--- src/rtl/mem_ctrl_pkg.sv ---
// Shared constants, op codes, state encoding and small helpers for the memory sweep controller.
package mem_ctrl_pkg;

    localparam int unsigned SIZE    = 5;
    localparam int unsigned MEMSIZE = 25;

    typedef enum logic [1:0] {
        OP_COPY = 2'b00,
        OP_INV  = 2'b01,
        OP_CLR  = 2'b10,
        OP_SET  = 2'b11
    } op_e;

    typedef enum logic [2:0] {
        S_IDLE,
        S_LOAD,
        S_READ,
        S_WRITE,
        S_DONE
    } state_e;

    // Cell i lives at line bit MEMSIZE-1-i.
    function automatic logic [SIZE-1:0] bit_pos(input logic [SIZE-1:0] idx);
        return SIZE'(MEMSIZE - 1) - idx;
    endfunction

    // New cell value for a modifying op, given the value just read.
    function automatic logic write_val(input op_e op, input logic cur);
        logic v;
        unique case (op)
            OP_INV:  v = ~cur;
            OP_CLR:  v = 1'b0;
            OP_SET:  v = 1'b1;
            default: v = 1'b0;
        endcase
        return v;
    endfunction

endpackage

--- src/rtl/sweep_counter.sv ---
// Index counter for the sweep: synchronous clear, saturating increment, last-cell flag.
module sweep_counter
    import mem_ctrl_pkg::*;
(
    input  logic            clk_i,
    input  logic            rst_ni,
    input  logic            clr_i,
    input  logic            inc_i,
    output logic [SIZE-1:0] cnt_o,
    output logic            last_o
);

    logic [SIZE-1:0] cnt_q, cnt_d;

    assign cnt_o  = cnt_q;
    assign last_o = (cnt_q == SIZE'(MEMSIZE - 1));

    // Next count: clear wins, increment never passes the last cell.
    always_comb begin
        cnt_d = cnt_q;
        if (clr_i) begin
            cnt_d = '0;
        end else if (inc_i && !last_o) begin
            cnt_d = cnt_q + 1'b1;
        end
    end

    // Count register.
    always_ff @(posedge clk_i or negedge rst_ni) begin
        if (!rst_ni) begin
            cnt_q <= '0;
        end else begin
            cnt_q <= cnt_d;
        end
    end

endmodule

--- src/rtl/mem_sweep_ctrl.sv ---
// Sequencer that loads a 25-cell bit memory and sweeps it, snapshotting each cell and
// optionally rewriting it (invert/clear/set). Defining PARITY_EN adds a parity_o output
// carrying the XOR of the snapshot, updated as the sweep finishes.
module mem_sweep_ctrl
    import mem_ctrl_pkg::*;
(
    input  logic               clk_i,
    input  logic               rst_ni,
    input  logic               start_i,
    input  logic [1:0]         op_i,
    input  logic [MEMSIZE-1:0] line_in_i,
    input  logic               abort_i,
    output logic               ready_o,
    output logic               done_o,
    output logic               aborted_o,
    output logic [MEMSIZE-1:0] snapshot_o,
    output logic               mem_init_o,
    output logic [MEMSIZE-1:0] mem_line_o,
    output logic [SIZE-1:0]    mem_index_o,
    output logic               mem_val_o,
    output logic               mem_write_o,
    output logic               mem_read_o,
    input  logic               mem_out_i
`ifdef PARITY_EN
    ,
    output logic               parity_o
`endif
);

    state_e             state_q;
    op_e                op_q;
    logic [MEMSIZE-1:0] line_q, snapshot_q, snap_upd;
    logic               done_q, aborted_q, init_q, read_q, write_q, val_q;
    logic [SIZE-1:0]    cnt;
    logic               cnt_last, cnt_clr, cnt_inc;
    logic               accept, sweeping, step_end, go_done;
`ifdef PARITY_EN
    logic               parity_q;
    assign parity_o = parity_q;
`endif

    sweep_counter u_cnt (
        .clk_i  (clk_i),
        .rst_ni (rst_ni),
        .clr_i  (cnt_clr),
        .inc_i  (cnt_inc),
        .cnt_o  (cnt),
        .last_o (cnt_last)
    );

    // Sweep decisions: a step ends after READ for COPY, otherwise after WRITE.
    always_comb begin
        accept   = (state_q == S_IDLE) && start_i;
        sweeping = (state_q == S_LOAD) || (state_q == S_READ) || (state_q == S_WRITE);
        step_end = (state_q == S_WRITE) || ((state_q == S_READ) && (op_q == OP_COPY));
        go_done  = sweeping && (abort_i || (step_end && cnt_last));
        cnt_clr  = accept || (state_q == S_LOAD);
        cnt_inc  = step_end && !go_done;
        snap_upd = snapshot_q;
        if (state_q == S_READ) begin
            snap_upd[bit_pos(cnt)] = mem_out_i;
        end
    end

    // Control FSM; all outputs are registered and strobes default low every cycle.
    always_ff @(posedge clk_i or negedge rst_ni) begin
        if (!rst_ni) begin
            state_q    <= S_IDLE;
            op_q       <= OP_COPY;
            line_q     <= '0;
            snapshot_q <= '0;
            done_q     <= 1'b0;
            aborted_q  <= 1'b0;
            init_q     <= 1'b0;
            read_q     <= 1'b0;
            write_q    <= 1'b0;
            val_q      <= 1'b0;
`ifdef PARITY_EN
            parity_q   <= 1'b0;
`endif
        end else begin
            done_q    <= 1'b0;
            aborted_q <= 1'b0;
            init_q    <= 1'b0;
            read_q    <= 1'b0;
            write_q   <= 1'b0;
            val_q     <= 1'b0;
            unique case (state_q)
                S_IDLE: begin
                    if (accept) begin
                        op_q       <= op_e'(op_i);
                        line_q     <= line_in_i;
                        snapshot_q <= '0;
                        init_q     <= 1'b1;
                        state_q    <= S_LOAD;
`ifdef PARITY_EN
                        parity_q   <= 1'b0;
`endif
                    end
                end
                S_LOAD, S_READ, S_WRITE: begin
                    if (state_q == S_READ) begin
                        snapshot_q <= snap_upd;
                    end
                    if (go_done) begin
                        state_q   <= S_DONE;
                        done_q    <= 1'b1;
                        aborted_q <= abort_i;
`ifdef PARITY_EN
                        parity_q  <= ^snap_upd;
`endif
                    end else if ((state_q == S_READ) && (op_q != OP_COPY)) begin
                        state_q <= S_WRITE;
                        write_q <= 1'b1;
                        // mem_out_i is the value being snapshotted this cycle.
                        val_q   <= write_val(op_q, mem_out_i);
                    end else begin
                        state_q <= S_READ;
                        read_q  <= 1'b1;
                    end
                end
                S_DONE: begin
                    state_q <= S_IDLE;
                end
                default: begin
                    state_q <= S_IDLE;
                end
            endcase
        end
    end

    assign ready_o     = (state_q == S_IDLE);
    assign done_o      = done_q;
    assign aborted_o   = aborted_q;
    assign snapshot_o  = snapshot_q;
    assign mem_init_o  = init_q;
    assign mem_line_o  = line_q;
    assign mem_index_o = cnt;
    assign mem_val_o   = val_q;
    assign mem_write_o = write_q;
    assign mem_read_o  = read_q;

endmodule

--- config.mk ---
export PLATFORM = sky130hd
export DESIGN_NAME = mem_sweep_ctrl
export DESIGN_NICKNAME = d
export VERILOG_FILES = /design/src/rtl/mem_ctrl_pkg.sv /design/src/rtl/sweep_counter.sv /design/src/rtl/mem_sweep_ctrl.sv
export SDC_FILE = /design/constraint.sdc
export NUM_CORES = 1
export LEC_CHECK = 0
export BUFFER_PORTS_ARGS = -buffer_cell sky130_fd_sc_hd__buf_2
export CAP_MARGIN = 0
export CORE_MARGIN = 2
export CORE_UTILIZATION = 51
export DETAILED_ROUTE_END_ITERATION = 7
export MAX_ROUTING_LAYER = met4
export PLACE_DENSITY = 0.8
export SLEW_MARGIN = 20
export SYNTH_ARGS = -nofsm -noshare
export SYNTH_HDL_FRONTEND = slang
export SYNTH_HIERARCHICAL = 1
export SYNTH_SLANG_ARGS = --single-unit
--- constraint.sdc ---
create_clock -name clk_i -period 2.4 [get_ports clk_i]
set_input_delay 0.12 -clock clk_i [delete_from_list [all_inputs] [get_ports clk_i]]
set_output_delay 0.12 -clock clk_i [all_outputs]
set_load 0.01 [all_outputs]
==> results.json, run 1 <==
{
  "status": "finished, final reports clean",
  "die_area_sq_mm": 0.00659,
  "crit_path_start": "u_cnt/cnt_o[4]",
  "rsz0062_at_grt": "false",
  "syn_nets": 347,
  "ys_top_cells_by_count": "nand2_1 (91), dfrtp_1 (66), o21ai_0 (25), o21ai_1 (13)",
  "fin_skew_ns": 0.00995,
  "period_share": 0.818,
  "layout.nets": 470,
  "hold_viol": 0,
  "worstSetupPathType": "reg -> reg",
  "crit_required_ns": 2.61,
  "grt_pass1_wl_microns": 12500,
  "syn_area_per_cell_sq_um": 9.70,
  "via_count": 2866,
  "drive_above_1_share": 0.306,
  "cts_resized": 0,
  "start_util": 0.519,
  "first_pass_iters": 5,
  "synth.most_common_cell": "nand2_1",
  "maxSlewHeadroom": 0.553,
  "htree_levels": 3,
  "rows": 28,
  "grt_pass1_vias": 2744,
  "fin_util": 0.685,
  "drt_iter0_drc": 200,
  "grt_use_total": 0.260,
  "place.gp.congestion": 0.873,
  "io_buffers": 93,
  "syn_inst": 313,
  "fin_setup_tns_ns": 0,
  "setup_viol": 0,
  "grt_max_degree": 29,
  "hpwlAfterDp_microns": 4940,
  "rr_startpoint": "u_cnt/cnt_o[4]",
  "synth_cell_types": 48,
  "cts.sinks": 66,
  "arrival_ns": 2.17,
  "synth_area_leaders": "dfrtp_1 (54%), nand2_1 (11%), o21ai_0 (4.1%)",
  "critPathLaunchType": "register",
  "clk_pin_slew_ns": 0.07,
  "cts_made_buffers": 9,
  "ys_seq_area_frac": 0.544,
  "timing.hold.worst.start": "abort_i",
  "fin_total_pwr_mw": 3.72,
  "final_antenna_net_count": 0,
  "async_reset_ff_frac": 1.00,
  "cap_violations": 0,
  "hold_class": "in -> reg",
  "p_per_area_mw_per_mm2": 928,
  "max-clock-path-buffers": 2,
  "ys_ff_latch": 66,
  "yosysWarnings": 6,
  "ys.flop_type": "dfrtp_1",
  "diodes": 0,
  "worst_slew_pin_slew_ns": 0.665,
  "vias_per_cell": 5.55,
  "synth-edff-count": 0,
  "core_sq_mm": 0.00585,
  "clock.fmax_mhz": 509,
  "leakagePower_nw": 2.11,
  "vdd_drop_max_mv": 0.561,
  "antenna_found_initial": 0,
  "die_height_microns": 81.2,
  "ios": 94,
  "gr-total-overflow": 0,
  "syn2layout_area_growth_pct": 31.9,
  "routedWlPerCell_microns": 14.9,
  "critPathMaxFanout": 15,
  "drc": 0,
  "cts_root_buf": "clkbuf_8",
  "end_kind": "register",
  "synth_top_area_share": 0.544,
  "slew_violations": 0,
  "drt-total-wl_microns": 7700,
  "insertion_delay_ns": 0.34,
  "die-width_microns": 81.2,
  "syn-cell-area_sq_mm": 0.00304,
  "yosysTopAreaCell": "dfrtp_1",
  "period_minus_slack_ns": 1.96,
  "cts_tree": "yes"
}
-- final timing paths --
kind                                       end  cells past startpoint  slack [ns]
worst max register to register   snapshot_o[6]                      4        0.44
worst min register to register  mem_line_o[23]                      2        0.47
min in group asynchronous        snapshot_o[2]                      2        0.26
worst max-delay path             snapshot_o[6]                      4        0.44
max in group asynchronous        mem_line_o[5]                      3        1.44
worst min-delay path                state_q[1]                      2        0.01
-- area by class of cell --
| cell class | count | area, sq um |
|---|---|---|
| Fill cell | 428 | 1840 |
| Sequential cell | 66 | 1650 |
| Multi-Input combinational cell | 221 | 1210 |
| Timing Repair Buffer | 131 | 821 |
| Clock buffer | 12 | 155 |
| Tap cell | 75 | 93.8 |
| Clock inverter | 4 | 50.0 |
| Inverter | 7 | 26.3 |
-- flip-flops by register name, indices dropped and copies added (netlist names), 2 cells and up --
| signal | flops |
|---|---|
| op_q | 2 |
| state_q | 3 |
| u_cnt/cnt_o | 5 |
| mem_line_o | 25 |
| snapshot_o | 25 |
-- where the power goes --
part	switching [mW]	internal [mW]
sequential	0.179	1.38
combinational	0.756	0.456
clock	0.416	0.535
total	1.35	2.37
-- logic make-up after synthesis --
group	after synthesis	share of synthesized area
flip-flops	66	0.544
XOR/XNOR	2	0.00577
AO/OA/AOI/OAI	79	0.165
AND/OR/NAND/NOR	138	0.219
buffers and inverters	26	0.0581
adder cells (fa/ha/maj)	2	0.00824
-- metal layers --
metal / up-vias / routed length, microns / global-route usage
met3: 35 / 386 / 0.0467
met4: 0 / 371 / 0.159
met5: - / 0 / -
li1: 1338 / - / -
met2: 120 / 3950 / 0.423
met1: 1373 / 2990 / 0.301
-- cells in the final DEF, fill, tap and decap left out, drive strengths merged, types with 7 or more instances in the layout --
cell,count
buf,103
nand2,91
dfrtp,66
o21ai,39
dlygate4sd3,28
clkbuf,12
o311ai,12
a21oi,11
nor2,11
inv,7
nand3,7
-- per-stage QoR --
| step | cell area [sq um] | cells | hold WS [ns] | setup WS (ns) |
|---|---|---|---|---|
| finish | 4010 | 516 | 0.0128 | 0.436 |
| global route | 4010 | 516 | 0.0260 | 0.275 |
| CTS | 4010 | 516 | 0.00439 | 0.462 |
| detailed placement | 3520 | 472 | 0.110 | 0.471 |
| global placement | 3520 | 472 | 0.101 | 0.585 |
| floorplan | 3040 | 313 | -0.176 | 0.125 |
-- worst max-delay path, stage by stage (launching register included) --
cell and delay [ns]:
dfrtp_1 0.68, nor2b_1 0.52, nand3_2 0.19, o311ai_0 0.31, o21ai_0 0.13
-- what timing repair did --
action	in CTS	in global routing
hold endpoints to repair	47	0
setup buffers	0	0
hold buffers	28	0
(Power assumes the default switching activity.)
==> run 2, diff against run 1 <==
Clock period 2.4 ns to 1.9 ns, I/O delays scaled along.
==> run 2 against run 1 <==
Cell area is 2.2% higher; clock skew is 0.0017 ns lower; power is 28% higher; flip-flop and latch count stayed put.
==> results.json, run 2 (same netlist as run 1, synthesis figures left out) <==
{
  "status": "finished, final reports clean",
  "drt-total-wl_microns": 7810,
  "cap_violations": 0,
  "worstSetupPathType": "reg -> reg",
  "crit_family": "compound AO/OA/AOI/OAI gates",
  "die-width_microns": 81.2,
  "worst_slew_pin_slew_ns": 0.590,
  "vias_per_cell": 5.41,
  "critPathLaunchType": "register",
  "grt_use_total": 0.262,
  "setup_viol": 0,
  "hpwlAfterDp_microns": 4990,
  "layout_common_cells": "buf_2 (93), nand2_1 (91), dfrtp_1 (63)",
  "end_kind": "register",
  "io_buffers": 93,
  "cp.buffers_inverters": 1,
  "n_fill_cell": 435,
  "arrival_ns": 1.96,
  "fin_util": 0.700,
  "drive_above_1_share": 0.324,
  "ios": 94,
  "grt_pass1_vias": 2643,
  "period_minus_slack_ns": 1.76,
  "maxSlewHeadroom": 0.606,
  "gr-total-overflow": 0,
  "fin_skew_ns": 0.00830,
  "leakagePower_nw": 2.14,
  "cts_tree": "yes",
  "max-clock-path-buffers": 2,
  "clock.fmax_mhz": 570,
  "crit_chain": "nor2_1 -> o21ai_1 -> buf_4 -> o311ai_0 -> o21ai_0",
  "fin_total_pwr_mw": 4.78,
  "drc": 0,
  "crit_required_ns": 2.11,
  "htree_levels": 3,
  "first_pass_iters": 4,
  "grt_pass1_wl_microns": 12700,
  "hold_viol": 0,
  "routedWlPerCell_microns": 15.0,
  "core_sq_mm": 0.00585,
  "slowest_delay_ns": 0.54,
  "cts.sinks": 66,
  "slew_violations": 0,
  "vdd_drop_max_mv": 0.755,
  "rows": 28,
  "multiInputGateArea_sq_mm": 0.00122,
  "via_count": 2824,
  "clk_pin_slew_ns": 0.08,
  "diodes": 0,
  "die_area_sq_mm": 0.00659,
  "start_util": 0.519,
  "period_share": 0.924,
  "cp_slowest_cell": "dfrtp_1",
  "drt_iter0_drc": 290,
  "syn2layout_area_growth_pct": 34.8,
  "antenna_found_initial": 0,
  "die_height_microns": 81.2,
  "place.gp.congestion": 0.815,
  "fin_setup_tns_ns": 0,
  "post-place-ws_ns": 0.179,
  "p_per_area_mw_per_mm2": 1170,
  "regArea_sq_mm": 0.00166,
  "rsz0062_at_grt": "false",
  "fin_ws_ns": 0.144,
  "insertion_delay_ns": 0.35,
  "layout.nets": 476,
  "grt_max_degree": 67,
  "layout_commonest_cell": "buf_2",
  "hold_class": "in -> reg",
  "cts_made_buffers": 9,
  "critPathMaxFanout": 25,
  "final_antenna_net_count": 0,
  "cts_root_buf": "clkbuf_8"
}
run 2: report_power, final:
| part | internal (mW) | total, mW | switching [mW] |
|---|---|---|---|
| sequential | 1.74 | 1.96 | 0.223 |
| clock | 0.681 | 1.24 | 0.559 |
| combinational | 0.608 | 1.57 | 0.966 |
| total | 3.03 | 4.78 | 1.75 |
run 2: path summary, 6_finish.rpt:
path	cells after the start	slack [ns]	start	end
setup reg to reg	5	0.14	state_q[2]	snapshot_o[22]
min in group asynchronous	3	0.28	rst_ni	u_cnt/cnt_o[0]
setup / recovery	5	0.14	state_q[2]	snapshot_o[22]
hold reg to reg	2	0.47	mem_line_o[10]	mem_line_o[10]
hold / removal	4	0.11	mem_out_i	mem_val_o
max in group asynchronous	3	1.32	rst_ni	state_q[1]
run 2: final cells by class:
cell class              instances  share of cell area
flip-flops and latches         66               0.404
multi-input cells             221               0.299
repair buffers                137               0.215
clock buffers                  11              0.0370
well taps                      75              0.0229
clock inverters                 5              0.0153
inverters                       7             0.00642
run 2: routing by layer:
layer  vias to the layer above  GRT usage  wire length, microns
li1                       1354          -                     -
met1                      1353      0.319                  3100
met2                        93      0.427                  4100
met3                        24     0.0400                   367
met4                         0      0.127                   248
met5                         -          -                     0
run 2: metrics by stage:
stage,instances,hold slack (ns),cell area (sq um)
3_5_place_dp,475,0.138,3570
3_3_place_gp,475,0.135,3570
4_1_cts,520,0.103,4080
6_report,522,0.110,4090
5_1_grt,522,0.150,4090
2_1_floorplan,313,-0.201,3050
run 2: worst register-to-register path, cell delays in order (launching register included):
cell	delay (ns)
dfrtp_1	0.54
nor2_1	0.24
o21ai_1	0.10
buf_4	0.22
o311ai_0	0.36
o21ai_0	0.15
run 2: repair_timing:
item                                    CTS  global route
buffers inserted                          0             2
endpoints found under the setup margin    0             3
hold buffers                             29             0
hold endpoints to repair                 95             0
resized for setup                         0             2
==> run 3, diff against run 2 <==
Settings changed: PLACE_DENSITY 0.8 to 0.79, SYNTH_HIERARCHICAL 1 to unset.
==> run 3 against run 2 <==
Worst hold slack better by 0.00069 ns; clock-buffer cell count is 2 lower; register-to-register slack worse by 0.09 ns; area after synthesis is 3.7% higher; synthesized cell count shrank 12%; routed wire length grew 12%; critical path depth unchanged; critical endpoint is now snapshot_o[9]; largest cell class unchanged.
==> results.json, run 3 <==
{
  "status": "finished, final reports clean",
  "swShare": 0.352,
  "worstSetupPathType": "reg -> reg",
  "worst_slew_pin_slew_ns": 0.566,
  "core_sq_mm": 0.00596,
  "vias_per_cell": 5.79,
  "hold_viol": 0,
  "power_frac_seq": 0.363,
  "cts.sinks": 66,
  "synth_cell_types": 44,
  "die-width_microns": 82.6,
  "drt_iter0_drc": 250,
  "diodes": 0,
  "die_area_sq_mm": 0.00682,
  "met2_usage": 0.460,
  "syn2layout_area_growth_pct": 41.8,
  "hpwlAfterDp_microns": 5360,
  "p_per_area_mw_per_mm2": 1250,
  "cts_tree": "yes",
  "synth-edff-count": 0,
  "first_pass_iters": 4,
  "synth.most_common_cell": "dfrtp_1",
  "htree_levels": 3,
  "cts_root_buf": "clkbuf_8",
  "grt_use_total": 0.279,
  "grt_pass1_wl_microns": 13800,
  "drt-total-wl_microns": 8780,
  "synth_top_area_share": 0.525,
  "busiest_layer": "met2",
  "io_buffers": 93,
  "period_share": 0.970,
  "vdd_drop_max_mv": 0.842,
  "critPathLaunchType": "register",
  "final_antenna_net_count": 0,
  "crit_family": "compound AO/OA/AOI/OAI gates",
  "cp.buffers_inverters": 1,
  "cp_slowest_cell": "or4b_4",
  "async_reset_ff_frac": 1.00,
  "synth_area_leaders": "dfrtp_1 (52%), mux2_2 (9.7%), o211ai_1 (5.0%)",
  "fin_skew_ns": 0.0158,
  "yosysTopAreaCell": "dfrtp_1",
  "grt_max_degree": 56,
  "clk_pin_slew_ns": 0.08,
  "post-place-ws_ns": -0.0803,
  "cts_made_buffers": 9,
  "layout_commonest_cell": "buf_2",
  "slowest_delay_ns": 0.58,
  "p_comb_frac": 0.371,
  "crit_chain": "buf_6 -> or4b_4 -> o21ai_4 -> o211ai_1 -> a32o_1",
  "setup_viol": 0,
  "routedWlPerCell_microns": 17.7,
  "place.gp.congestion": 0.884,
  "use_met1": 0.341,
  "layout.nets": 455,
  "layout.cells.non_filler": 497,
  "crit_required_ns": 2.15,
  "ios": 94,
  "ys_ff_latch": 66,
  "yosysWarnings": 0,
  "drive_above_1_share": 0.441,
  "dp_cells": 448,
  "p_switching_mw": 1.97,
  "end_kind": "register",
  "die_height_microns": 82.6,
  "syn_nets": 313,
  "ys_seq_area_frac": 0.525,
  "rows": 28,
  "drc": 0,
  "syn_area_per_cell_sq_um": 11.4,
  "cap_violations": 0,
  "slew_violations": 0,
  "period_minus_slack_ns": 1.84,
  "maxSlewHeadroom": 0.620,
  "fin_ws_ns": 0.0567,
  "antenna_found_initial": 0,
  "start_util": 0.529,
  "grt_pass1_vias": 2715,
  "max-clock-path-buffers": 2,
  "critPathMaxFanout": 8,
  "use_met3": 0.0467,
  "internal-power_mw": 3.62,
  "via_count": 2879,
  "syn_inst": 275,
  "layout_common_cells": "buf_2 (93), dfrtp_1 (63), dlygate4sd3_1 (29)",
  "ys.flop_type": "dfrtp_1",
  "syn-cell-area_sq_mm": 0.00315,
  "insertion_delay_ns": 0.36,
  "gr-total-overflow": 0,
  "clkPwrFrac": 0.267,
  "hold_class": "in -> reg",
  "arrival_ns": 2.09,
  "leakagePower_nw": 2.14,
  "clock.fmax_mhz": 542,
  "ys_top_cells_by_count": "dfrtp_1 (66), mux2_2 (27), o211ai_1 (21), o21ai_0 (21), nand2_1 (14)"
}
## run 3: cell count changes after synthesis, sizes merged, moves of 5 or more
cell / change
o21ai: -17
a32o: +7
mux2: +27
nand2: -77
nand4: +6
a21oi: -6
o311ai: -10
o211ai: +21
nand3: -5
## run 3: path summary, 6_finish.rpt
path / startpoint / slack (ns) / to / cells past startpoint
worst min register to register: mem_line_o[13] / 0.50 / mem_line_o[13] / 1
min in group asynchronous: rst_ni / 0.17 / op_q[0] / 2
max in group asynchronous: rst_ni / 1.14 / snapshot_o[23] / 3
worst min-delay path: mem_out_i / 0.11 / mem_val_o / 4
worst max-delay path: u_cnt.cnt_o[1] / 0.06 / snapshot_o[9] / 5
worst max register to register: u_cnt.cnt_o[1] / 0.06 / snapshot_o[9] / 5
## run 3: final cells by class
class,count,area (sq um)
clock buffers,9,124
repair buffers,148,980
flip-flops and latches,66,1660
well taps,75,93.8
clock inverters,7,124
inverters,6,22.5
multi-input cells,186,1470
fillers,405,1490
## run 3: cells by family after synthesis
logic type                 synth area share
xor gates and xnor gates             0.0167
and+or+nand+nor                       0.135
AOI/OAI and AO/OA                     0.159
muxes                                 0.103
DFF                                   0.525
adders and majority gates            0.0238
buffers and inverters                0.0378
## run 3: power groups by stage
stage	combinational (mW)	clock [mW]	sequential, mW
final	2.07	1.49	2.03
after global routing	2.23	1.55	2.07
after CTS	2.00	1.48	1.99
after detailed placement	1.92	0	2.01
after global placement	1.86	0	1.98
after floorplan	1.02	0	2.16
## run 3: routing by layer
layer,vias up,routed length (microns)
met5,-,0
met4,0,259
met3,29,507
met2,125,4520
met1,1422,3490
li1,1303,-
## run 3: timing repair
action | 4_1_cts | 5_1_grt
cloned | 0 | 1
hold endpoints to repair | 87 | 0
buffers inserted | 1 | 2
gates resized for setup | 2 | 11
hold buffers | 29 | 0
setup endpoints to repair | 6 | 21
pin swaps | 0 | 5
## run 3: through the flow
stage | setup TNS (ns) | instance area, sq um | hold WS (ns) | total power [mW] | util
floorplan | -0.0450 | 3170 | -0.201 | 3.18 | -
global placement | 0 | 3830 | 0.00108 | 3.85 | 0.643
detailed placement | -0.136 | 3830 | 0.00158 | 3.93 | 0.643
CTS | 0 | 4390 | 0.0773 | 5.47 | 0.737
global route | -0.0556 | 4460 | 0.140 | 5.85 | 0.750
finish | 0 | 4460 | 0.111 | 5.59 | 0.750
## run 3: worst register-to-register path: cells and delay by family (launching register included)
kind	cells	cell delay, ns
compound gates	3	0.63
flops	1	0.40
buf+inv	1	0.13
simple gates	1	0.58
